$ cat config.mk
export PLATFORM = sky130hd
export DESIGN_NAME = prog_sequencer
export DESIGN_NICKNAME = d
export VERILOG_FILES = /design/src/rtl/prog_sequencer.sv
export SDC_FILE = /design/constraint.sdc
export NUM_CORES = 1
export LEC_CHECK = 0
export CORE_MARGIN = 2
export CORE_UTILIZATION = 30
export CTS_CLUSTER_SIZE = 20
export DETAILED_ROUTE_END_ITERATION = 8
export PLACE_DENSITY = 0.55
export SYNTH_ARGS = -nofsm -noshare
export SYNTH_HDL_FRONTEND = slang
export SYNTH_SLANG_ARGS = --single-unit
$ cat constraint.sdc
create_clock -name clk -period 2.9 [get_ports clk]
set_input_delay 0.29 -clock clk [delete_from_list [all_inputs] [get_ports clk]]
set_output_delay 0.29 -clock clk [all_outputs]
set_load 0.01 [all_outputs]
$ cat src/rtl/prog_sequencer.sv
// Program-buffer sequencer that issues instructions to the cpu via the s/load/w handshake.
// Optional single-step hold between instructions: define PROG_SEQUENCER_STEP_EN.
module prog_sequencer #(
    parameter int unsigned       DATA_W      = 16,
    parameter int unsigned       ADDR_W      = 4,
    parameter int unsigned       ISSUE_CYC   = 2,
    parameter int unsigned       TIMEOUT_CYC = 64,
    parameter logic [DATA_W-1:0] HALT_OP     = 16'hE000
) (
    input  logic              clk,
    input  logic              reset,
    input  logic              prog_we,
    input  logic [ADDR_W-1:0] prog_addr,
    input  logic [DATA_W-1:0] prog_wdata,
    input  logic [ADDR_W:0]   prog_len,
    input  logic              start,
    input  logic              step,
    input  logic              cpu_w,
    output logic              cpu_s,
    output logic              cpu_load,
    output logic [DATA_W-1:0] cpu_in,
    output logic [ADDR_W-1:0] pc,
    output logic              busy,
    output logic              done,
    output logic              err
);

    localparam int unsigned     Depth   = 2 ** ADDR_W;
    localparam int unsigned     IssW    = (ISSUE_CYC > 1) ? $clog2(ISSUE_CYC) : 1;
    localparam int unsigned     TmoW    = (TIMEOUT_CYC > 1) ? $clog2(TIMEOUT_CYC) : 1;
    localparam logic [IssW-1:0] IssLast = IssW'(ISSUE_CYC - 1);
    localparam logic [TmoW-1:0] TmoLast = TmoW'(TIMEOUT_CYC - 1);

    typedef enum logic [2:0] {
        StIdle, StFetch, StIssue, StWaitAck, StWaitDone, StHalt, StStepHold
    } state_e;

    state_e              state_q, state_d;
    logic [DATA_W-1:0]   mem [Depth];
    logic [DATA_W-1:0]   cur_instr;
    // idx counts one past the buffer so len=Depth terminates; pc is its saturated view
    logic [ADDR_W:0]     idx_q, idx_d, len_q, len_d;
    logic [ADDR_W-1:0]   pc_q, pc_d;
    logic [IssW-1:0]     iss_q, iss_d;
    logic [TmoW-1:0]     tmo_q, tmo_d;
    logic                cpu_s_q, cpu_s_d, cpu_load_q, cpu_load_d;
    logic [DATA_W-1:0]   cpu_in_q, cpu_in_d;
    logic                busy_q, busy_d, done_q, done_d, err_q, err_d;

`ifndef PROG_SEQUENCER_STEP_EN
    logic unused_step;
    assign unused_step = step;
`endif

    always_ff @(posedge clk) begin
        if (prog_we && (state_q == StIdle || state_q == StHalt)) begin
            mem[prog_addr] <= prog_wdata;
        end
    end

    assign cur_instr = mem[idx_q[ADDR_W-1:0]];

    always_comb begin
        state_d    = state_q;
        idx_d      = idx_q;
        len_d      = len_q;
        pc_d       = pc_q;
        iss_d      = iss_q;
        tmo_d      = tmo_q;
        cpu_s_d    = cpu_s_q;
        cpu_load_d = cpu_load_q;
        cpu_in_d   = cpu_in_q;
        done_d     = done_q;
        err_d      = err_q;
        unique case (state_q)
            StIdle, StHalt: begin
                if (start) begin
                    len_d   = prog_len;
                    idx_d   = '0;
                    pc_d    = '0;
                    done_d  = 1'b0;
                    err_d   = 1'b0;
                    state_d = StFetch;
                end
            end
            StFetch: begin
                if (idx_q >= len_q || cur_instr == HALT_OP) begin
                    done_d  = 1'b1;
                    state_d = StHalt;
                end else begin
                    cpu_in_d   = cur_instr;
                    cpu_s_d    = 1'b1;
                    cpu_load_d = 1'b1;
                    iss_d      = '0;
                    state_d    = StIssue;
                end
            end
            StIssue: begin
                if (iss_q == IssLast) begin
                    cpu_s_d    = 1'b0;
                    cpu_load_d = 1'b0;
                    tmo_d      = '0;
                    state_d    = StWaitAck;
                end else begin
                    iss_d = iss_q + 1'b1;
                end
            end
            StWaitAck: begin
                if (!cpu_w) begin
                    tmo_d   = '0;
                    state_d = StWaitDone;
                end else if (tmo_q == TmoLast) begin
                    err_d      = 1'b1;
                    cpu_s_d    = 1'b0;
                    cpu_load_d = 1'b0;
                    state_d    = StHalt;
                end else begin
                    tmo_d = tmo_q + 1'b1;
                end
            end
            StWaitDone: begin
                if (cpu_w) begin
                    idx_d = idx_q + 1'b1;
                    pc_d  = (pc_q == {ADDR_W{1'b1}}) ? pc_q : pc_q + 1'b1;
`ifdef PROG_SEQUENCER_STEP_EN
                    state_d = StStepHold;
`else
                    state_d = StFetch;
`endif
                end else if (tmo_q == TmoLast) begin
                    err_d      = 1'b1;
                    cpu_s_d    = 1'b0;
                    cpu_load_d = 1'b0;
                    state_d    = StHalt;
                end else begin
                    tmo_d = tmo_q + 1'b1;
                end
            end
`ifdef PROG_SEQUENCER_STEP_EN
            StStepHold: begin
                if (step) begin
                    state_d = StFetch;
                end
            end
`endif
            default: state_d = StIdle;
        endcase
        busy_d = (state_d != StIdle) && (state_d != StHalt);
    end

    always_ff @(posedge clk or negedge reset) begin
        if (!reset) begin
            state_q    <= StIdle;
            idx_q      <= '0;
            len_q      <= '0;
            pc_q       <= '0;
            iss_q      <= '0;
            tmo_q      <= '0;
            cpu_s_q    <= 1'b0;
            cpu_load_q <= 1'b0;
            cpu_in_q   <= '0;
            busy_q     <= 1'b0;
            done_q     <= 1'b0;
            err_q      <= 1'b0;
        end else begin
            state_q    <= state_d;
            idx_q      <= idx_d;
            len_q      <= len_d;
            pc_q       <= pc_d;
            iss_q      <= iss_d;
            tmo_q      <= tmo_d;
            cpu_s_q    <= cpu_s_d;
            cpu_load_q <= cpu_load_d;
            cpu_in_q   <= cpu_in_d;
            busy_q     <= busy_d;
            done_q     <= done_d;
            err_q      <= err_d;
        end
    end

    assign cpu_s    = cpu_s_q;
    assign cpu_load = cpu_load_q;
    assign cpu_in   = cpu_in_q;
    assign pc       = pc_q;
    assign busy     = busy_q;
    assign done     = done_q;
    assign err      = err_q;

endmodule

==> impl_summary.md, run 1 <==
Die
The initial utilization of the core area, before any placement, comes to 0.3055. The die is 205.6 µm tall. The area enclosed by the die boundary is 42280 µm². The floorplan has 73 rows.

The top-level port count is 56. The core footprint is 39910 µm². The horizontal die dimension is 205.6 µm.

GRT
The number of global-route vias before repair was 6703. The first-pass GRT wire length is 43140 µm. After global routing the overflow that remains totals 0. The maximum number of pins on one net before global-route repair is 24.

Across every metal layer, demand over resource in global routing totals 0.1375. The initial antenna violation count is 1.

Placed design
The pre-CTS setup slack is -163.7 ps. The wire-length estimate of the detail-placed layout is 18390 µm. The congestion estimate from routability-driven global placement came to 0.8017.

Buffers placed on the I/O ports in this run total 54.

Finish
The area growth from synthesis to layout is 24.39%. In the final layout, the share of cells above drive strength 1 is 0.2782. The final-stage net count is 867. The number of antenna cells inserted is 0.

STA
The number of failing setup endpoints in the final timing report is 14. The actual slew at the worst max-slew pin is 674.2 ps. The final number of hold-violating endpoints came to 0. The sum of negative setup slack is -307.8 ps. The final worst clock skew is 8.702 ps. Setup repair after global routing could not meet its margin everywhere.

The max-slew violation total from the final report was 0. Static timing analysis puts the maximum clock frequency at 341.7 MHz. The worst slew margin relative to its limit is 0.5458.

The share of the clock period used by the worst path after layout is 1.009. The hold slack is 274.3 ps. Setup slack on the critical path of the routed design comes to -26.29 ps. The minimum clock period after layout is 2926 ps.

Setup path
The critical path starts at idx_q[1]. The critical path goes through buf_12 > buf_6 > mux4_2 > mux2_2 > a22oi_1 > nor4_1 > buf_4 > o2111ai_4 > nand3_4 > buf_12 > mux2_4. The type of element launching the critical path is a flop. Data arrives at the worst endpoint at 3360 ps. The worst setup path is of the reg -> reg kind.

The sort of element at the end of the critical path is a flop. The largest single stage delay on the critical path is 440 ps. The largest fanout on the critical path is 21. Among the stages of the critical path, the cell type that occurs most often is sky130_fd_sc_hd__buf_12. The worst flop-to-flop path startpoint is idx_q[1].

The cell with the biggest individual delay on the critical path is sky130_fd_sc_hd__dfrtp_4. The data required time at the worst endpoint is 3330 ps.

Clock tree
The depth of the CTS H-tree is 1. At the later pin of the worst-skew pair, clock insertion delay measures 550 ps. TritonCTS built the clock tree.

CTS saw 300 sinks. The CTS clock-pin slew for the worst setup and hold paths is 60 ps. The clock root buffer master is sky130_fd_sc_hd__clkbuf_16. The clock passes through at most 3 buffers. The number of buffers created by CTS is 31.

Synth
The number of flops mapped to enable cells by yosys is 256. The proportion of synthesized flip-flops having asynchronous set or reset is 0.1467. Summed over all instances, the cell type with the most area after synthesis is sky130_fd_sc_hd__edfxtp_1. Dividing the synthesized area by the synthesized cell count gives 18.07 µm². After synthesis the cells add up to 12200 µm². The total nets after synthesis is 714. The sequential element share of the synthesized area is 0.7206. In the synthesized netlist, the cells that appear most often are sky130_fd_sc_hd__edfxtp_1, sky130_fd_sc_hd__mux2i_1, sky130_fd_sc_hd__dfrtp_1. By area the synthesized netlist is led by sky130_fd_sc_hd__edfxtp_1, sky130_fd_sc_hd__dfrtp_1, sky130_fd_sc_hd__mux4_2, sky130_fd_sc_hd__mux2i_1, sky130_fd_sc_hd__mux2_2. Counting distinct cell types in the post-synthesis netlist gives 54. In the synthesized netlist the dominant register cell turns out to be sky130_fd_sc_hd__edfxtp_1.

The share of Yosys cell area claimed by the top area cell type is 0.6303. The total of warnings raised by yosys is 0. The instance count of the mapped netlist is 675. By instance count, the leading cell after synthesis is sky130_fd_sc_hd__edfxtp_1. The synthesized design contains 300 register bits.

Power
In this run the static leakage power is 5.216 nW. The peak ir drop on the vdd network is 0.3986 mV. The total design power is 12.04 mW. The power density relative to cell area is 793.8 nW/µm².

Drt
The pre-antenna-repair detailed-routing pass consisted of 4 iterations. The total DRC errors in the routed layout is 0. The wire length after detailed routing is 28570 µm. The via density per instance is 4.793. The number of DRC violations after detailed-routing iteration 0 is 458. The detailed-route via count is 6600. The count of antenna-violating nets left after detailed routing is 0.

The average routed wire per standard cell is 20.75 µm.

Worst hold path
The worst hold path begins at prog_len[0]. The worst hold path class is in -> reg.

Flow run
The tool flagged a number of max-cap violations equal to 0.

Status
The run finished, with violations left. The final reports fail on negative setup slack.
stage by stage:
| step | std cells | util | cell area (µm²) |
|---|---|---|---|
| floorplan | 675 | - | 12200 |
| global placement | 1315 | 0.3506 | 13990 |
| detailed placement | 1315 | 0.3506 | 13990 |
| CTS | 1376 | 0.3790 | 15130 |
| global route | 1377 | 0.3801 | 15170 |
| finish | 1377 | 0.3801 | 15170 |
cell families after synthesis:
| kind of cell | Yosys count | share of synthesized area |
|---|---|---|
| flops | 300 | 0.7206 |
| mux | 122 | 0.1525 |
| simple gates | 117 | 0.04709 |
| compound gates | 76 | 0.04309 |
| buf+inv | 44 | 0.02278 |
| xor+xnor | 8 | 0.005746 |
| fa+ha+maj | 8 | 0.008208 |
power by group:
group	internal, mW	leakage (nW)	total [mW]	switching (mW)
Clock	2.10	0.458	3.69	1.59
Combinational	1.67	1.90	3.13	1.46
Sequential	5.01	2.85	5.22	0.218
what timing repair did:
item,CTS,global route
resized for setup,28,7
pin swaps,5,0
gates cloned,1,0
buffers inserted,2,1
hold buffers,1,0
endpoints found under the hold margin,21,0
endpoints found under the setup margin,22,21
worst max-delay path, delay by kind of cell (launching register included):
family	cells	cell delay [ps]
AO/OA/AOI/OAI	2	390
flip-flops	1	440
AND/OR/NAND/NOR	2	250
multiplexers	3	900
buffers and inverters	4	790
registers in the layout, summed over array words and instances, names as in the netlist:
name and flops:
mem 256, cpu_in 16, tmo_q 6, idx_q 5, len_q 5, pc 4
state_q 3, busy 1, cpu_s 1, done 1, err 1, iss_q 1
layout make-up:
type / instances / area (µm²)
clock buffer: 41 / 833.3
clock inverter: 16 / 111.4
fill: 3633 / 24750
inverter: 11 / 45.04
multi-input combinational: 331 / 3286
sequential: 300 / 8793
tap: 525 / 656.9
timing repair buffer: 153 / 1444
final timing paths:
path | end | slack (ps) | depth (start not counted)
max reg2reg | cpu_in[2] | -30 | 11
min in group asynchronous | len_q[1] | 280 | 2
max in group asynchronous | iss_q | 1980 | 3
min | len_q[0] | 270 | 3
max | cpu_in[2] | -30 | 11
min reg2reg | done | 480 | 1
cell usage in the layout, fill, tap and decap left out, types with 9 or more instances in the layout:
master and instances:
sky130_fd_sc_hd__a21oi_1 17, sky130_fd_sc_hd__buf_12 9, sky130_fd_sc_hd__buf_4 82, sky130_fd_sc_hd__clkbuf_16 31, sky130_fd_sc_hd__clkdlybuf4s50_1 53, sky130_fd_sc_hd__dfrtp_1 42, sky130_fd_sc_hd__edfxtp_1 256, sky130_fd_sc_hd__inv_1 10
sky130_fd_sc_hd__mux2_4 16, sky130_fd_sc_hd__mux2i_1 53, sky130_fd_sc_hd__mux4_2 41, sky130_fd_sc_hd__nand2_1 28, sky130_fd_sc_hd__nand2b_1 11, sky130_fd_sc_hd__nand3_1 9, sky130_fd_sc_hd__nor2_1 22, sky130_fd_sc_hd__nor2_2 14
sky130_fd_sc_hd__o21ai_0 17
routing by layer:
layer  wire (µm)  share of wire  up-vias  track usage
met5          15        0.00053        -            0
li1            -              -     2984            -
met4         675          0.024        2      0.03854
met2       12990           0.45      181       0.2120
met1       13300           0.47     3385       0.1967
met3        1579          0.055       48      0.02803
No activity file was read; power rests on OpenSTA's default activity.
==> inputs of run 2 (changes only) <==
Settings changed: SKIP_CTS_REPAIR_TIMING set to 1.
==> run 2 against run 1 <==
The run still ends with negative setup slack left; count of clock-buffer cells in the layout stayed put; register-to-register slack hardly changed; routed wire length barely moved; sequential share of layout area down 0.091 points; worst setup slack is essentially flat; flip-flop and latch count stayed put; cell area increased by 0.16%; core utilization increased by 0.059 points; clock power about the same; critical path type unchanged; critical endpoint is now cpu_in[0].
==> impl_summary.md, run 2 (synthesis gave the netlist of run 1 again) <==
Die
The floorplan row count is 73 (unchanged). The top-level port count came to 56 (unchanged). The core footprint is 39910 µm² (unchanged). The area enclosed by the die boundary is 42280 µm² (unchanged). The horizontal die dimension was 205.6 µm (unchanged). The floorplan die height is 205.6 µm (unchanged).

The effective utilization at floorplan is 0.3055 (unchanged).

STA
The actual slew at the worst max-slew pin is 678.1 ps (+3.893 ps). The number of failing setup endpoints in the final timing report was 13 (-1). The sum of negative setup slack is -300.2 ps (+7.584 ps). The max-slew violation total from the final report is 0 (unchanged). Setup repair after global routing could not meet its margin everywhere. The minimum clock period after layout was 2927 ps (+0.2993 ps). The final worst clock skew is 8.311 ps (-0.3910 ps). The share of the clock period used by the worst path after layout is 1.009 (about the same). The final number of hold-violating endpoints is 0 (unchanged).

The final setup slack of the worst path is -26.59 ps (-0.2993 ps). The highest achievable clock rate came to 341.7 MHz (about the same). The worst slew margin relative to its limit came to 0.5432 (-0.002623).

The hold slack is 273.5 ps (-0.8220 ps).

Power
The net switching power of the design is 3.281 mW (+0.59%). The total design power is 12.07 mW (+0.22%). The relative contribution of sequential cells to total power is 0.433 (about the same).

The power density relative to cell area is 794.3 nW/µm² (about the same). The part of the power in the clock network is 0.306 (about the same). The switching power as a share of total power was 0.2719 (+0.001022). The share of total power in combinational logic is 0.261 (about the same). The internal power summed over all cells is 8.787 mW (about the same).

The peak ir drop on the vdd network is 0.4007 mV (+0.53%). The total leakage power is 5.226 nW (+0.20%).

Drt
The count of antenna-violating nets left after detailed routing came to 0 (unchanged). The average routed wire per standard cell was 20.70 µm (-0.22%). The wire length after detailed routing is 28590 µm (about the same). The number of detailed-routing iterations run before antenna repair is 4 (unchanged).

The detailed-route via count is 6625 (+0.38%). The via density per instance was 4.797 (about the same). The number of DRC violations after detailed-routing iteration 0 is 514 (+12%). The total DRC errors in the routed layout is 0 (unchanged).

Finish
The final-stage net count is 871 (+0.46%). The proportion of layout cells with a drive suffix above 1 is 0.2862 (+0.008046). The flip-flop count of the largest register, all copies and words added was 256 (unchanged). The number of antenna cells inserted is 0 (unchanged).

The largest register by flop count is mem. The share of the core filled with cells in the final layout was 0.3806 (+0.0005950). The commonest non-fill, non-tap cell in the layout is sky130_fd_sc_hd__edfxtp_1. The number of filler instances in the final layout is 3635 (+0.055%). The area added between synthesis and finish is 24.58%. The top cell types in the final layout, fill and taps aside, are sky130_fd_sc_hd__edfxtp_1, sky130_fd_sc_hd__buf_4, sky130_fd_sc_hd__mux2i_1, sky130_fd_sc_hd__clkdlybuf4s50_1.

Setup path
The worst register-to-register path ends at cpu_in[0]. The count of buffering cells on the critical path with inverters included is 4 (unchanged). The reg2reg setup slack came to -30 ps (about the same). The depth of the most critical reg-to-reg path is 11 (unchanged). The worst flop-to-flop path startpoint is idx_q[1]. The largest fanout on the critical path was 7 (-67%).

The sort of element at the end of the critical path is a flop. The slowest stage of the critical path belongs to the cell sky130_fd_sc_hd__mux4_2. The critical path's top delay family is multiplexers.

Traced cell by cell, the critical path runs through buf_6 > buf_6 > mux4_2 > nand2b_4 > a22o_4 > nor4_4 > buf_4 > o2111ai_4 > nand3_4 > buf_12 > mux2_4. The arrival time reported for the critical path endpoint is 3360 ps (about the same). The critical path in this run is classified as reg -> reg. The cell occurring most often along the worst timing path is sky130_fd_sc_hd__buf_6.

The total stage count of the critical path came to 11 (unchanged). The data required time at the worst endpoint is 3330 ps (about the same). The type of element launching the critical path is a flop.

The longest individual stage delay on the worst path is 480 ps (+40 ps).

GRT
The global routing usage summed across all routing layers came to 0.1358 (-0.001723). The first-pass GRT wire length was 42670 µm (-1.1%). The number of global-route vias before repair is 6662 (-0.61%). The maximum number of pins on one net before global-route repair came to 24 (unchanged).

The initial antenna violation count is 1 (unchanged). The global route total overflow is 0 (unchanged).

Worst hold path
The endpoint with the worst hold slack is len_q[0]. The worst hold path depth came to 3 (unchanged). The tightest min-delay check is of the in -> reg type. The source of the worst hold timing path is prog_len[0].

Clock tree
The number of buffers created by CTS is 31 (unchanged). The maximum clock path buffer count is 3 (unchanged). TritonCTS built the clock tree. The depth of the CTS H-tree is 1 (unchanged). The count of clock tree sinks is 300 (unchanged).

The clock latency at the later pin of the worst-skew pair is 550 ps (about the same). The clock root buffer master is sky130_fd_sc_hd__clkbuf_16. The CTS clock-pin slew for the worst setup and hold paths came to 60 ps (about the same).

Placed design
The global placer's final weighted congestion is 0.8017 (unchanged). The pre-CTS setup slack is -163.7 ps (unchanged). The HPWL after detailed placement was 18390 µm (unchanged). The number of port buffers is 54 (unchanged).

Flow run
The max-cap violation count is 0 (unchanged).

Status
The final reports fail on negative setup slack. The flow ran to the end, but the final reports show violations.
[run 2: power groups by stage]
stage	combinational [mW]	sequential (mW)	clock, mW
floorplan	1.68	5.28	0
global placement	2.93	5.32	0
detailed placement	2.93	5.32	0
CTS	2.94	5.23	3.77
global route	3.43	5.26	3.95
finish	3.15	5.22	3.69
[run 2: routing by layer]
layer	track usage	wire [µm]
met5	0	15
met4	0.03777	682
met3	0.02819	1626
met2	0.2091	12900
met1	0.1942	13370
[run 2: worst max-delay path by stage]
stage,from,to
after floorplan,idx_q[0],cpu_in[10]
after global placement,idx_q[1],cpu_in[9]
after detailed placement,idx_q[1],cpu_in[7]
after CTS,idx_q[1],cpu_in[7]
after global routing,idx_q[1],cpu_in[7]
final,idx_q[1],cpu_in[0]
[run 2: worst min-delay path, stage by stage]
cell                              delay, ps
sky130_fd_sc_hd__clkdlybuf4s50_1        400
sky130_fd_sc_hd__nand2_1                 50
sky130_fd_sc_hd__nand2_1                 40
[run 2: area by class of cell]
| cell class | instances | area (µm²) | area share |
|---|---|---|---|
| tap | 525 | 656.9 | 0.04323 |
| timing repair buffer | 157 | 1445 | 0.09512 |
| multi-input combinational | 331 | 3308 | 0.2177 |
| inverter | 11 | 45.04 | 0.002965 |
| clock inverter | 16 | 111.4 | 0.007329 |
| sequential | 300 | 8793 | 0.5788 |
| clock buffer | 41 | 833.3 | 0.05485 |
[run 2: metrics by stage]
step                instance area [µm²]  std cells
floorplan                         12200        675
global placement                  13990       1315
detailed placement                13990       1315
CTS                               14940       1372
global route                      15190       1381
finish                            15190       1381
